[config.mk]
export PLATFORM = sky130hd
export DESIGN_NAME = tp_rtype_dispatch_mc
export DESIGN_NICKNAME = d
export VERILOG_FILES = /design/src/rtl/tp_rtype_pkg.sv /design/src/rtl/tp_rtype_dispatch_mc_status.sv /design/src/rtl/tp_rtype_dispatch_mc.sv
export SDC_FILE = /design/constraint.sdc
export NUM_CORES = 1
export LEC_CHECK = 0
export ABC_AREA = 1
export BUFFER_PORTS_ARGS = -buffer_cell sky130_fd_sc_hd__buf_2
export CAP_MARGIN = 20
export CELL_PAD_IN_SITES_DETAIL_PLACEMENT = 2
export CELL_PAD_IN_SITES_GLOBAL_PLACEMENT = 2
export CORE_ASPECT_RATIO = 2
export CORE_MARGIN = 3
export CORE_UTILIZATION = 16
export CTS_BUF_LIST = sky130_fd_sc_hd__clkbuf_16
export DETAILED_ROUTE_END_ITERATION = 7
export PLACE_DENSITY = 0.89
export SLEW_MARGIN = 20
export SYNTH_ARGS = -nofsm -noshare
export SYNTH_HDL_FRONTEND = slang
export SYNTH_SLANG_ARGS = --single-unit
[constraint.sdc]
create_clock -name clk -period 2.2 [get_ports clk]
set_input_delay 0.44 -clock clk [delete_from_list [all_inputs] [get_ports clk]]
set_output_delay 0.44 -clock clk [all_outputs]
set_load 0.01 [all_outputs]
[src/rtl/tp_rtype_pkg.sv]
// Shared encodings for the multi-channel transpose custom-instruction dispatcher.
package tp_rtype_pkg;

    localparam logic [6:0]  OPC_RTYPE       = 7'h33;
    localparam logic [3:0]  F7_TP_BASE      = 4'b0001;
    localparam logic [31:0] TP_TIMEOUT_DATA = 32'hDEADBEEF;

    typedef enum logic [2:0] {
        F3_AWR   = 3'b000,
        F3_START = 3'b001,
        F3_STAT  = 3'b010,
        F3_BRD   = 3'b011,
        F3_WAIT  = 3'b100,
        F3_CLR   = 3'b101,
        F3_IRQEN = 3'b110,
        F3_RSVD  = 3'b111
    } tp_funct3_e;

    localparam int STAT_DONE    = 0;
    localparam int STAT_BUSY    = 1;
    localparam int STAT_BOUNDS  = 2;
    localparam int STAT_REJECT  = 3;
    localparam int STAT_TIMEOUT = 4;

    typedef enum logic [1:0] {
        S_IDLE = 2'd0,
        S_BRD  = 2'd1,
        S_WAIT = 2'd2
    } tp_state_e;

    function automatic logic [31:0] stat_word(input logic [4:0] status);
        return {27'b0, status};
    endfunction

endpackage

[src/rtl/tp_rtype_dispatch_mc_status.sv]
// Per-channel sticky done/error flags and interrupt enable.
module tp_chan_status
    import tp_rtype_pkg::*;
(
    input  logic       clk,
    input  logic       rst,
    input  logic       i_busy,
    input  logic       i_done_set,
    input  logic       i_done_clr,
    input  logic       i_err_clr,
    input  logic       i_bounds_set,
    input  logic       i_reject_set,
    input  logic       i_timeout_set,
    input  logic       i_irq_en_we,
    input  logic       i_irq_en_val,
    output logic [4:0] o_status,
    output logic       o_irq
);

    logic r_done;
    logic r_bounds;
    logic r_reject;
    logic r_timeout;
    logic r_irq_en;

    // Set always wins over clear so an event landing with a clear is never lost.
    always_ff @(posedge clk) begin
        if (rst) begin
            r_done    <= 1'b0;
            r_bounds  <= 1'b0;
            r_reject  <= 1'b0;
            r_timeout <= 1'b0;
            r_irq_en  <= 1'b0;
        end else begin
            if (i_done_set)         r_done <= 1'b1;
            else if (i_done_clr)    r_done <= 1'b0;

            if (i_bounds_set)       r_bounds <= 1'b1;
            else if (i_err_clr)     r_bounds <= 1'b0;

            if (i_reject_set)       r_reject <= 1'b1;
            else if (i_err_clr)     r_reject <= 1'b0;

            if (i_timeout_set)      r_timeout <= 1'b1;
            else if (i_err_clr)     r_timeout <= 1'b0;

            if (i_irq_en_we)        r_irq_en <= i_irq_en_val;
        end
    end

    always_comb begin
        o_status               = '0;
        o_status[STAT_DONE]    = r_done;
        o_status[STAT_BUSY]    = i_busy;
        o_status[STAT_BOUNDS]  = r_bounds;
        o_status[STAT_REJECT]  = r_reject;
        o_status[STAT_TIMEOUT] = r_timeout;
    end

    assign o_irq = r_done & r_irq_en;

endmodule

[src/rtl/tp_rtype_dispatch_mc.sv]
// Decodes TP-class R-type custom instructions and steers them to NCH transpose engines.
//   state  | meaning
//   S_IDLE | accepting instructions, single-cycle ops complete here
//   S_BRD  | waiting for b_rvalid of the held channel, or timeout
//   S_WAIT | waiting for done of the held channel, or timeout
module tp_rtype_dispatch_mc
    import tp_rtype_pkg::*;
#(
    parameter int NCH     = 4,
    parameter int NROWS   = 8,
    parameter int NCOLS   = 8,
    parameter int DATA_W  = 32,
    parameter int TIMEOUT = 1024
) (
    input  logic                  clk,
    input  logic                  rst,
    input  logic                  instr_valid,
    output logic                  instr_ready,
    input  logic [31:0]           instr,
    input  logic [31:0]           rs1_val,
    input  logic [31:0]           rs2_val,
    input  logic [4:0]            rd_addr,
    output logic                  rd_we,
    output logic [4:0]            rd_waddr,
    output logic [31:0]           rd_wdata,
    output logic                  illegal,
    output logic                  irq,
    output logic [NCH-1:0]        tp_start,
    input  logic [NCH-1:0]        tp_busy,
    input  logic [NCH-1:0]        tp_done,
    output logic [NCH-1:0]        a_we,
    output logic [31:0]           a_row,
    output logic [31:0]           a_col,
    output logic [DATA_W-1:0]     a_wdata,
    output logic [NCH-1:0]        b_re,
    output logic [31:0]           b_row,
    output logic [31:0]           b_col,
    input  logic [NCH*DATA_W-1:0] b_rdata,
    input  logic [NCH-1:0]        b_rvalid
);

    localparam int CNT_W = (TIMEOUT == 0) ? 1 : $clog2(TIMEOUT + 1);

    tp_state_e        r_state;
    logic [CNT_W-1:0] r_cnt;
    logic [4:0]       r_rd_hold;
    logic [2:0]       r_ch_hold;

    tp_funct3_e  w_f3;
    logic [6:0]  w_f7;
    logic [2:0]  w_ch;
    logic [15:0] w_row;
    logic [15:0] w_col;
    logic        w_tp;
    logic        w_accept;
    logic        w_ch_ok;
    logic        w_legal;
    logic        w_inb;
    logic        w_cnt_hit;
    logic        w_unused;

    logic [4:0]  w_status [NCH];
    logic [NCH-1:0] w_irq;
    logic [NCH-1:0] w_sel;
    logic [NCH-1:0] w_hold_sel;

    logic [4:0]  w_stat_ch;
    logic [4:0]  w_stat_hold;
    logic [4:0]  w_wait_word;
    logic [4:0]  w_tmo_word;
    logic [31:0] w_rdata_ext;
    logic        w_rvalid_hold;
    logic        w_tpdone_hold;

    logic        w_brd_ok;
    logic        w_brd_tmo;
    logic        w_wait_ok;
    logic        w_wait_tmo;

    assign w_f7     = instr[31:25];
    assign w_f3     = tp_funct3_e'(instr[14:12]);
    assign w_ch     = w_f7[2:0];
    assign w_row    = rs1_val[31:16];
    assign w_col    = rs1_val[15:0];
    assign w_unused = ^{instr[24:15], instr[11:7]};

    assign instr_ready = (r_state == S_IDLE);

    assign w_tp     = (instr[6:0] == OPC_RTYPE) && (w_f7[6:3] == F7_TP_BASE);
    assign w_accept = instr_valid & instr_ready & w_tp & ~rst;
    assign w_ch_ok  = ({29'b0, w_ch} < NCH);
    assign w_legal  = w_accept & w_ch_ok & (w_f3 != F3_RSVD);
    assign illegal  = w_accept & ~w_legal;
    assign w_inb    = ({16'b0, w_row} < NROWS) && ({16'b0, w_col} < NCOLS);

    assign a_row   = {16'b0, w_row};
    assign a_col   = {16'b0, w_col};
    assign b_row   = {16'b0, w_row};
    assign b_col   = {16'b0, w_col};
    assign a_wdata = rs2_val[DATA_W-1:0];

    assign w_cnt_hit = (TIMEOUT != 0) && (r_cnt == CNT_W'(TIMEOUT));

    always_comb begin
        w_stat_ch     = '0;
        w_stat_hold   = '0;
        w_rdata_ext   = '0;
        w_rvalid_hold = 1'b0;
        w_tpdone_hold = 1'b0;
        for (int c = 0; c < NCH; c++) begin
            if (w_ch == 3'(c)) w_stat_ch = w_status[c];
            if (r_ch_hold == 3'(c)) begin
                w_stat_hold                = w_status[c];
                w_rdata_ext[DATA_W-1:0]    = b_rdata[c*DATA_W +: DATA_W];
                w_rvalid_hold              = b_rvalid[c];
                w_tpdone_hold              = tp_done[c];
            end
        end
    end

    assign w_brd_ok   = (r_state == S_BRD)  & ~rst & w_rvalid_hold;
    assign w_brd_tmo  = (r_state == S_BRD)  & ~rst & ~w_rvalid_hold & w_cnt_hit;
    assign w_wait_ok  = (r_state == S_WAIT) & ~rst & (w_stat_hold[STAT_DONE] | w_tpdone_hold);
    assign w_wait_tmo = (r_state == S_WAIT) & ~rst & ~w_stat_hold[STAT_DONE] & ~w_tpdone_hold
                        & w_cnt_hit;

    always_comb begin
        w_wait_word               = w_stat_hold;
        w_wait_word[STAT_DONE]    = 1'b1;
        w_tmo_word                = w_stat_hold;
        w_tmo_word[STAT_TIMEOUT]  = 1'b1;
    end

    genvar g;
    generate
        for (g = 0; g < NCH; g++) begin : g_chan
            logic w_done_set;
            logic w_done_clr;

            assign w_sel[g]      = w_legal && (w_ch == 3'(g));
            assign w_hold_sel[g] = (r_ch_hold == 3'(g));

            assign a_we[g]     = w_sel[g] & (w_f3 == F3_AWR) & w_inb;
            assign tp_start[g] = w_sel[g] & (w_f3 == F3_START) & ~tp_busy[g];
            assign b_re[g]     = w_sel[g] & (w_f3 == F3_BRD) & w_inb;

            // A WAIT that completes on the live done pulse consumes it, so it must not re-arm the sticky bit.
            assign w_done_set = tp_done[g] & ~(w_wait_ok & w_hold_sel[g]);
            assign w_done_clr = (w_sel[g] & (((w_f3 == F3_START) & ~tp_busy[g])
                                           | ((w_f3 == F3_WAIT) & w_status[g][STAT_DONE])
                                           |  (w_f3 == F3_CLR)))
                              | (w_wait_ok & w_hold_sel[g]);

            tp_chan_status u_status (
                .clk           (clk),
                .rst           (rst),
                .i_busy        (tp_busy[g]),
                .i_done_set    (w_done_set),
                .i_done_clr    (w_done_clr),
                .i_err_clr     (w_sel[g] & (w_f3 == F3_CLR)),
                .i_bounds_set  (w_sel[g] & ((w_f3 == F3_AWR) | (w_f3 == F3_BRD)) & ~w_inb),
                .i_reject_set  (w_sel[g] & (w_f3 == F3_START) & tp_busy[g]),
                .i_timeout_set (w_hold_sel[g] & (w_brd_tmo | w_wait_tmo)),
                .i_irq_en_we   (w_sel[g] & (w_f3 == F3_IRQEN)),
                .i_irq_en_val  (rs2_val[0]),
                .o_status      (w_status[g]),
                .o_irq         (w_irq[g])
            );
        end
    endgenerate

    assign irq = |w_irq;

    always_comb begin
        rd_we    = 1'b0;
        rd_wdata = '0;
        rd_waddr = (r_state == S_IDLE) ? rd_addr : r_rd_hold;
        if (w_brd_ok) begin
            rd_we    = 1'b1;
            rd_wdata = w_rdata_ext;
        end else if (w_brd_tmo) begin
            rd_we    = 1'b1;
            rd_wdata = TP_TIMEOUT_DATA;
        end else if (w_wait_ok) begin
            rd_we    = 1'b1;
            rd_wdata = stat_word(w_wait_word);
        end else if (w_wait_tmo) begin
            rd_we    = 1'b1;
            rd_wdata = stat_word(w_tmo_word);
        end else if (w_legal) begin
            case (w_f3)
                F3_STAT: begin
                    rd_we    = 1'b1;
                    rd_wdata = stat_word(w_stat_ch);
                end
                F3_BRD: begin
                    rd_we    = ~w_inb;
                    rd_wdata = '0;
                end
                F3_WAIT: begin
                    rd_we    = w_stat_ch[STAT_DONE];
                    rd_wdata = stat_word(w_stat_ch);
                end
                default: begin
                    rd_we    = 1'b0;
                    rd_wdata = '0;
                end
            endcase
        end
    end

    always_ff @(posedge clk) begin
        if (rst) begin
            r_state   <= S_IDLE;
            r_cnt     <= '0;
            r_rd_hold <= '0;
            r_ch_hold <= '0;
        end else begin
            case (r_state)
                S_IDLE: begin
                    if (w_legal && (w_f3 == F3_BRD) && w_inb) begin
                        r_state   <= S_BRD;
                        r_cnt     <= '0;
                        r_rd_hold <= rd_addr;
                        r_ch_hold <= w_ch;
                    end else if (w_legal && (w_f3 == F3_WAIT) && !w_stat_ch[STAT_DONE]) begin
                        r_state   <= S_WAIT;
                        r_cnt     <= '0;
                        r_rd_hold <= rd_addr;
                        r_ch_hold <= w_ch;
                    end
                end
                S_BRD: begin
                    if (w_brd_ok || w_brd_tmo) r_state <= S_IDLE;
                    else                       r_cnt   <= r_cnt + CNT_W'(1);
                end
                S_WAIT: begin
                    if (w_wait_ok || w_wait_tmo) r_state <= S_IDLE;
                    else                         r_cnt   <= r_cnt + CNT_W'(1);
                end
                default: r_state <= S_IDLE;
            endcase
        end
    end

endmodule

==> results of run 1 <==
## worst max-delay path, stage by stage (launching register included)
cell	delay, ps
dfxtp_2	340
inv_4	70
buf_6	100
nand3_4	90
nand2_2	100
nand2_2	50
nand2_1	60
nand2_1	70
nand2_2	80
nand2_2	50
nand2_2	90
nand2_2	80
inv_2	90
buf_6	110
nand4_1	170
a21oi_2	180
buf_4	150
## cell type report
class	count	area [µm²]	share of cell area, %
Clock inverter	3	17.52	0.1986
Multi-Input combinational cell	628	3666	41.57
Inverter	80	331.6	3.760
Timing Repair Buffer	482	3301	37.43
Tap cell	427	534.3	6.058
Antenna cell	5	12.51	0.1419
Clock buffer	5	125.1	1.419
Sequential cell	41	830.8	9.421
## final timing paths
path | from | to | cells past startpoint | slack, ps
min | rd_addr[0] | r_rd_hold[0] | 3 | 400
max | r_ch_hold[2] | rd_wdata[1] | 16 | -420
max reg2reg | r_ch_hold[2] | r_cnt[10] | 17 | -50
min reg2reg | g_chan[1].u_status.r_irq_en | g_chan[1].u_status.r_irq_en | 1 | 470
## Yosys cell counts (2+ instances only)
cell        n  area, µm²
o21ai_0    62      310.3
a211oi_2    3      37.54
nand3_4     4      70.07
nand3_1    37      185.2
nor2_4      2      22.52
nand3_2     2      20.02
nor2_1     96      360.4
nor3_1     10      50.05
a22oi_1     8      60.06
xor2_1      2      17.52
buf_1       5      18.77
clkbuf_1   19      71.32
a31oi_1     6      37.54
a21oi_1    42      210.2
o311a_1     2      20.02
nand4_1    42      262.8
ha_1        6      75.07
inv_1      70      262.8
buf_2       4      20.02
a211oi_1   13      97.59
buf_6       3      33.78
buf_4     163       1224
inv_2       9      33.78
o22ai_1     3      18.77
dfxtp_1    41      820.8
nand2_2     8      50.05
a22o_1      5      43.79
nor3_2      3      30.03
o21a_1      2      15.01
nand2_1   196      735.7
## power by group
part | total [mW] | internal, mW | switching [mW]
registers | 0.867 | 0.811 | 0.0557
logic | 2.02 | 0.840 | 1.18
clock network | 0.787 | 0.418 | 0.368
total | 3.67 | 2.07 | 1.60
## flip-flops by register name, summed over array words and instances (netlist names)
| name | count |
|---|---|
| g_chan.u_status.r_bounds | 4 |
| r_rd_hold | 5 |
| r_ch_hold | 3 |
| g_chan.u_status.r_timeout | 4 |
| r_cnt | 11 |
| g_chan.u_status.r_reject | 4 |
| g_chan.u_status.r_irq_en | 4 |
| g_chan.u_status.r_done | 4 |
| r_state | 2 |
## routing by layer
metal	wire length [µm]	share of wire, %	up-vias
met5	26	0.072	-
li1	-	-	3393
met2	20070	56	324
met1	10870	30	3516
met4	3144	8.7	4
met3	1880	5.2	146
## cells by family after synthesis
family | count (synthesis) | synth area share [%]
xor+xnor | 2 | 0.3301
compound gates | 150 | 16.71
other cells | 1 | 0.07065
flops | 41 | 15.46
simple gates | 405 | 34.58
buf+inv | 274 | 31.42
fa+ha+maj | 6 | 1.414
## per-stage QoR
step	std cells	instance area (µm²)
CTS	1647	8172
detailed placement	1613	7371
global placement	1613	7371
finish	1671	8818
global route	1670	8816
floorplan	942	5557
## cells in the final DEF (no fill, tap or decap), types with 7 or more instances in the layout
master       n
inv_1       58
nand2_4      7
nor2_1      70
nand3_1     29
nor2_4      15
buf_12      15
nor3_1       9
a21oi_2      8
o21ai_0     39
nand3_4     11
o21ai_1     11
buf_4      146
clkbuf_16    7
nand2_2     26
dfxtp_1     35
a21oi_1     34
buf_2      281
a22oi_1      8
conb_1      64
buf_6       36
nand2_1    170
nand4_1     42
a211oi_2    11
nor2_2      14
o21ai_2     10
inv_2       15
## timing repair
action / in CTS / in global routing
setup buffers: 26 / 23
gates cloned: 2 / 2
resized for setup: 125 / 119
pin swaps: 25 / 30
endpoints found under the setup margin: 64 / 70
==> impl_metrics.env, run 1 <==
export IMPL_status="finished, violations left"
export IMPL_violations="negative setup slack"
export IMPL_cts_root_buf="clkbuf_16"
export IMPL_vias=7383
export IMPL_num_fill_cells=3898
export IMPL_cts_tree="built"
export IMPL_peakVddDrop_mv=0.2878
export IMPL_dr_pass1_iters=4
export IMPL_worst_setup_path_start_kind="flip-flop"
export IMPL_whs_ps=395.4
export IMPL_use_met1_pct=15.55
export IMPL_postSynthCellCount=879
export IMPL_dieHeight_um=263.6
export IMPL_dp_hpwl_mm=27.81
export IMPL_grt_busiest_layer="met2"
export IMPL_gp_congestion=0.9564
export IMPL_timing_final_ws_setup_ps=-421.5
export IMPL_postSynthAreaPerCell_um2=6.038
export IMPL_fin_crit_ps=2621
export IMPL_dieArea_um2=35530
export IMPL_max_clock_freq_mhz=381.5
export IMPL_p_leak_nw=4.317
export IMPL_drt_antenna_violating_nets=0
export IMPL_rows=93
export IMPL_avgViaCountPerCell=4.418
export IMPL_cap_violations=0
export IMPL_setup_violations=50
export IMPL_grt_pass1_wl_mm=50.45
export IMPL_synth_async_reset_ratio_pct=0
export IMPL_power_total_mw=3.670
export IMPL_cts_buffer_depth=2
export IMPL_rsz0062_at_grt="yes"
export IMPL_drc_errors=0
export IMPL_clock_sinks=41
export IMPL_antenna_found_initial=7
export IMPL_die_x_um=134.8
export IMPL_grt_max_degree=25
export IMPL_synth_cell_types=41
export IMPL_fin_setup_tns_ps=-10650
export IMPL_hold_viol_final=0
export IMPL_final_net_count=1488
export IMPL_grt_use_met2_pct=37.46
export IMPL_htreeDepth=2
export IMPL_critPathCaptureType="output pin"
export IMPL_cts_buffers=5
export IMPL_start_util_pct=16.35
export IMPL_drive_above_1_share_pct=51.98
export IMPL_io_pins=457
export IMPL_period_share_pct=119.2
export IMPL_synth_edf_count=0
export IMPL_grt_pass1_vias=8240
export IMPL_path_class="reg -> out"
export IMPL_ys_flop_type="dfxtp_1"
export IMPL_skew_ps=5.417
export IMPL_worstPathArrival_ps=2180
export IMPL_io_buffers=297
export IMPL_grt_usage_pct=18.67
export IMPL_drt_total_wl_mm=35.99
export IMPL_power_density_nw_per_um2=416.2
export IMPL_wl_per_cell_um=21.54
export IMPL_synthesis_area_um2=5308
export IMPL_slew_headroom_pct=63.74
export IMPL_coreArea_um2=32460
export IMPL_worstPathMaxFanout=4
export IMPL_area_growth_pct=66.15
export IMPL_synth_seq_area_share_pct=15.46
export IMPL_min_path_type="in -> reg"
export IMPL_holdBufCountCts=0
export IMPL_crit_required_ps=1760
export IMPL_grt_util_met3_pct=2.868
export IMPL_grt_overflow_total=0
export IMPL_worstMarginPinSlew_ps=543.8
export IMPL_clk_insertion_delay_late_ps=310
export IMPL_ys_warn_count=0
export IMPL_ys_seq_elements=41
export IMPL_path_clk_slew_ps=70
export IMPL_report_final_slew_viol_count=0
export IMPL_pre_cts_slack_ps=-500.9
export IMPL_postLayoutCoreUtil_pct=27.16
export IMPL_initialDrtViolationCount=262
Power figures use the tool's default switching activity.
==> run 2, diff against run 1 <==
CORE_UTILIZATION = 17   (was 16)
PLACE_DENSITY = 0.9   (was 0.89)
clock period = 2.5 ns   (was 2.2 ns; I/O delays follow)
==> impl_metrics.env, run 2 (synthesis gave the netlist of run 1 again) <==
export IMPL_area_growth_pct=50.16
export IMPL_placed_cell_area_um2=6864
export IMPL_worstPathMaxFanout=4
export IMPL_rr_endpoint="r_cnt[9]"
export IMPL_grt_usage_pct=17.38
export IMPL_hold_viol_final=0
export IMPL_num_fill_cells=3682
export IMPL_top_register="r_cnt"
export IMPL_fin_area_um2=7970
export IMPL_fin_setup_tns_ps=-348.3
export IMPL_dp_hpwl_mm=25.31
export IMPL_rows=90
export IMPL_top_regs="r_cnt: 11 flops, r_rd_hold: 5 flops"
export IMPL_avgViaCountPerCell=4.433
export IMPL_htreeDepth=2
export IMPL_report_final_slew_viol_count=0
export IMPL_cts_root_buf="clkbuf_16"
export IMPL_grt_max_degree=40
export IMPL_initialDrtViolationCount=315
export IMPL_drt_total_wl_mm=32.75
export IMPL_crit_end="rd_wdata[1]"
export IMPL_p_sw_mw=1.347
export IMPL_violations="negative setup slack"
export IMPL_largest_reg_flops=11
export IMPL_grt_pass1_wl_mm=44.26
export IMPL_io_pins=457
export IMPL_cts_buffer_depth=2
export IMPL_p_leak_nw=3.934
export IMPL_dieArea_um2=33510
export IMPL_reg2reg_depth=16
export IMPL_seqCellArea_um2=835.8
export IMPL_crit_start="r_ch_hold[1]"
export IMPL_layout_cells_most_common="buf_2"
export IMPL_cts_buffers=5
export IMPL_switching_share_pct=41.19
export IMPL_worstPathArrival_ps=2100
export IMPL_drc_errors=0
export IMPL_wl_per_cell_um=20.72
export IMPL_grt_overflow_total=0
export IMPL_setup_violations=5
export IMPL_clock_sinks=41
export IMPL_io_buffers=297
export IMPL_combPwrFrac_pct=47.8
export IMPL_die_x_um=130.9
export IMPL_power_frac_clock_pct=28.3
export IMPL_worstMarginPinSlew_ps=571.2
export IMPL_holdBufCountCts=0
export IMPL_drt_antenna_violating_nets=0
export IMPL_cap_violations=0
export IMPL_cts_tree="built"
export IMPL_antenna_found_initial=4
export IMPL_min_path_type="in -> reg"
export IMPL_final_net_count=1412
export IMPL_r2r_setup_slack_ps=160
export IMPL_status="finished, violations left"
export IMPL_peakVddDrop_mv=0.2852
export IMPL_seqPwrFrac_pct=23.9
export IMPL_dr_pass1_iters=4
export IMPL_critPathCaptureType="output pin"
export IMPL_path_class="reg -> out"
export IMPL_crit_required_ps=2000
export IMPL_drive_above_1_share_pct=46.86
export IMPL_worst_setup_path_start_kind="flip-flop"
export IMPL_intPower_mw=1.923
export IMPL_vias=7009
export IMPL_max_clock_freq_mhz=383.9
export IMPL_final_cell_mix="290 x buf_2, 178 x nand2_1, 85 x buf_4, 82 x nor2_1, 64 x conb_1"
export IMPL_period_share_pct=104.2
export IMPL_power_total_mw=3.270
export IMPL_fin_crit_ps=2605
export IMPL_power_density_nw_per_um2=410.3
export IMPL_coreArea_um2=30520
export IMPL_skew_ps=4.364
export IMPL_grt_pass1_vias=7617
export IMPL_multi_input_area_um2=3557
export IMPL_slew_headroom_pct=61.92
export IMPL_timing_final_ws_setup_ps=-104.9
export IMPL_path_clk_slew_ps=70
export IMPL_r2r_start="r_ch_hold[2]"
export IMPL_dieHeight_um=255.9
export IMPL_gp_congestion=0.8850
export IMPL_start_util_pct=17.39
export IMPL_rsz0062_at_grt="yes"
export IMPL_clk_insertion_delay_late_ps=310
## run 2: changes by cell type in the layout (fill, tap and decap cells not counted), sizes merged
| cell | before | now |
|---|---|---|
| clkinvlp | 2 | 0 |
| diode | 5 | 4 |
| inv | 77 | 81 |
| nand3 | 44 | 43 |
| clkinv | 4 | 0 |
| buf | 480 | 405 |
| bufinv | 0 | 2 |
## run 2: layer usage
metal,track usage (%),wire (µm)
met3,2.715,1860
met2,33.95,18200
met1,14.98,10170
met4,12.56,2512
met5,0,0
## run 2: worst min-delay path by stage
stage	slack, ps	cells past startpoint	start	endpoint
3_3_place_gp	450	1	g_chan[0].u_status.r_irq_en	g_chan[0].u_status.r_irq_en
6_report	450	3	rd_addr[0]	r_rd_hold[0]
4_1_cts	450	3	rd_addr[0]	r_rd_hold[0]
2_1_floorplan	440	2	g_chan[1].u_status.r_reject	g_chan[1].u_status.r_reject
5_1_grt	470	3	rd_addr[0]	r_rd_hold[0]
3_5_place_dp	460	2	g_chan[1].u_status.r_reject	g_chan[1].u_status.r_reject
## run 2: final cells by class
cell class | count | area share (%)
Multi-Input combinational cell | 627 | 44.63
Timing Repair Buffer | 407 | 31.84
Sequential cell | 41 | 10.49
Tap cell | 414 | 6.499
Inverter | 80 | 3.987
Clock buffer | 5 | 1.570
Clock inverter | 3 | 0.8634
Antenna cell | 4 | 0.1256
## run 2: timing repair
item / CTS / global route
setup buffers: 12 / 18
setup endpoints to repair: 45 / 42
cloned: 1 / 2
pin swaps: 16 / 33
gates resized for setup: 49 / 143
## run 2: critical path, cell delays in order (launching register included)
cell,delay [ps]
dfxtp_4,370
buf_4,150
nor2_4,210
buf_4,200
nand2_1,80
o21ai_0,100
a21oi_1,70
o21ai_0,190
a21oi_2,130
a21oi_2,150
buf_2,150
## run 2: power groups by stage
stage,sequential (mW),combinational [mW],clock [mW]
after floorplan,0.765,0.922,0
after global placement,0.777,1.27,0
after detailed placement,0.782,1.33,0
after CTS,0.773,1.42,0.939
after global routing,0.786,1.72,0.966
final,0.780,1.56,0.927
## run 2: metrics by stage
step / util [%] / cells / worst slack [ps] / hold WS, ps
global route: 26.10 / 1579 / -191.0 / 470.7
floorplan: - / 942 / 101.2 / 439.7
finish: 26.12 / 1581 / -104.9 / 454.5
detailed placement: 22.49 / 1543 / -270.0 / 464.1
CTS: 24.09 / 1560 / -175.3 / 451.6
global placement: 22.49 / 1543 / -254.8 / 451.5
==> run 3, diff against run 2 <==
ABC_CLOCK_PERIOD_IN_PS = 2930   (was not set)
clock period = 2.93 ns   (was 2.5 ns; I/O delays follow)
==> impl_metrics.env, run 3 (synthesis gave the netlist of run 1 again) <==
export IMPL_p_leak_nw=3.472
export IMPL_dieArea_um2=33510
export IMPL_crit_start="r_state[1]"
export IMPL_worstMarginPinSlew_ps=542.4
export IMPL_reg2reg_depth=13
export IMPL_die_x_um=130.9
export IMPL_rsz0062_at_grt="yes"
export IMPL_p_sw_mw=1.042
export IMPL_clock_sinks=41
export IMPL_coreArea_um2=30520
export IMPL_top_layer_used="met5"
export IMPL_fin_crit_ps=2867
export IMPL_path_cells="inv_2, ha_4, nand2_4, nor3_4, nand3_4, buf_4, buf_4, nor2_4, nand3_2, nor2_1, buf_2"
export IMPL_wl_met3_mm=1.772
export IMPL_clk_insertion_delay_late_ps=310
export IMPL_path_class="reg -> out"
export IMPL_critical_path_max_stage_delay_ps=350
export IMPL_cts_root_buf="clkbuf_16"
export IMPL_cts_tree="built"
export IMPL_power_frac_clock_pct=25.1
export IMPL_grt_usage_pct=16.73
export IMPL_rows=90
export IMPL_worstPathArrival_ps=2280
export IMPL_drt_antenna_violating_nets=0
export IMPL_layout_cells_most_common="buf_2"
export IMPL_vias=6724
export IMPL_io_pins=457
export IMPL_wl_met2_mm=16.57
export IMPL_crit_top_cell="buf_4"
export IMPL_max_clock_freq_mhz=348.8
export IMPL_final_cell_mix="297 x buf_2, 193 x nand2_1, 91 x nor2_1, 66 x inv_1, 64 x conb_1"
export IMPL_r2r_setup_slack_ps=460
export IMPL_cts_buffers=5
export IMPL_critPathCaptureType="output pin"
export IMPL_drc_errors=0
export IMPL_dr_pass1_iters=4
export IMPL_drt_total_wl_mm=29.84
export IMPL_path_clk_slew_ps=70
export IMPL_cpMaxStageDelayCell="dfxtp_1"
export IMPL_cts_buffer_depth=2
export IMPL_worstPathMaxFanout=5
export IMPL_power_total_mw=2.408
export IMPL_combPwrFrac_pct=47.4
export IMPL_largest_reg_flops=11
export IMPL_initialDrtViolationCount=201
export IMPL_io_buffers=297
export IMPL_report_final_slew_viol_count=0
export IMPL_r2r_start="r_state[1]"
export IMPL_area_growth_pct=29.66
export IMPL_avgViaCountPerCell=4.418
export IMPL_seqPwrFrac_pct=27.5
export IMPL_antenna_found_initial=2
export IMPL_period_share_pct=97.86
export IMPL_cap_violations=0
export IMPL_status="finished, final reports clean"
export IMPL_rr_endpoint="r_ch_hold[0]"
export IMPL_hold_viol_final=0
export IMPL_skew_ps=13.73
export IMPL_min_path_type="reg -> reg"
export IMPL_slew_headroom_pct=63.84
export IMPL_worst_setup_path_start_kind="flip-flop"
export IMPL_crit_end="b_re[1]"
export IMPL_grt_max_degree=40
export IMPL_grt_pass1_vias=7463
export IMPL_intPower_mw=1.366
export IMPL_peakVddDrop_mv=0.2220
export IMPL_start_util_pct=17.39
export IMPL_htreeDepth=2
export IMPL_setup_violations=0
export IMPL_top_regs="r_cnt: 11 flops, r_rd_hold: 5 flops"
export IMPL_switching_share_pct=43.29
export IMPL_top_register="r_cnt"
export IMPL_whs_ps=469.7
export IMPL_m1WireLength_mm=9.040
export IMPL_grt_overflow_total=0
export IMPL_wl_per_cell_um=19.60
export IMPL_crit_required_ps=2340
export IMPL_final_net_count=1356
export IMPL_dieHeight_um=255.9
export IMPL_gp_congestion=0.8942
export IMPL_power_density_nw_per_um2=349.9
export IMPL_dp_hpwl_mm=25.34
export IMPL_drive_above_1_share_pct=37.58
export IMPL_grt_pass1_wl_mm=42.68
export IMPL_postLayoutCoreUtil_pct=22.55
-- run 3: changes by cell type in the layout (fill, tap and decap cells not counted), moves of 7 or more --
cell and change:
inv_1 +7, buf_6 -20, o21ai_0 +19, buf_4 -36
nand2_1 +15, nand2_2 -9, o21ai_2 -11, nor2_1 +9
buf_2 +7, o21ai_1 -7
-- run 3: final cells by class --
class                           instances  area (µm²)
Timing Repair Buffer                  351        1937
Multi-Input combinational cell        627        3153
Inverter                               80       300.3
Clock buffer                            5       125.1
Antenna cell                            1       2.502
Sequential cell                        41       824.5
Fill cell                            3794       23640
Clock inverter                          3       21.27
Tap cell                              414       518.0
-- run 3: critical path: cells and delay by family, from the launching register on --
kind | cells | cell delay, ps
AND/OR/NAND/NOR | 6 | 890
buffers and inverters | 4 | 570
flip-flops | 1 | 350
adder cells (fa/ha/maj) | 1 | 170
-- run 3: through the flow --
step / instances / worst slack, ps / TNS [ps] / area (µm²)
after floorplan: 942 / 445.2 / 0 / 5544
after global placement: 1503 / -22.86 / -22.86 / 6564
after detailed placement: 1503 / -96.35 / -138.6 / 6564
after CTS: 1514 / 0.7383 / 0 / 6773
after global routing: 1522 / -43.11 / -55.92 / 6882
final: 1522 / 62.72 / 0 / 6882
-- run 3: how the worst min path moves through the flow --
stage          cells past startpoint  slack, ps                     endpoint                         from
2_1_floorplan                      2        440  g_chan[1].u_status.r_reject  g_chan[1].u_status.r_reject
3_3_place_gp                       2        450  g_chan[1].u_status.r_reject  g_chan[1].u_status.r_reject
3_5_place_dp                       1        460  g_chan[1].u_status.r_irq_en  g_chan[1].u_status.r_irq_en
4_1_cts                            1        470  g_chan[1].u_status.r_irq_en  g_chan[1].u_status.r_irq_en
5_1_grt                            2        490  g_chan[1].u_status.r_reject  g_chan[1].u_status.r_reject
6_report                           1        470  g_chan[1].u_status.r_irq_en  g_chan[1].u_status.r_irq_en
-- run 3: per-layer routing --
layer  up-vias  track usage [%]
met3       120            2.297
li1       3109                -
met4         2            12.53
met2       302            33.24
met5         -                0
met1      3191            13.92
-- run 3: timing repair --
action / CTS / global route
pin swaps: 3 / 7
hold buffers: 0 / 0
gates cloned: 0 / 0
endpoints found under the setup margin: 14 / 5
gates resized for setup: 12 / 19
setup buffers: 3 / 7
-- run 3: power by group through the flow --
stage	Clock (mW)	Sequential [mW]	Combinational, mW
after floorplan	0	0.653	0.787
after global placement	0	0.667	1.02
after detailed placement	0	0.671	1.08
after CTS	0.619	0.660	1.11
after global routing	0.635	0.669	1.27
final	0.605	0.662	1.14
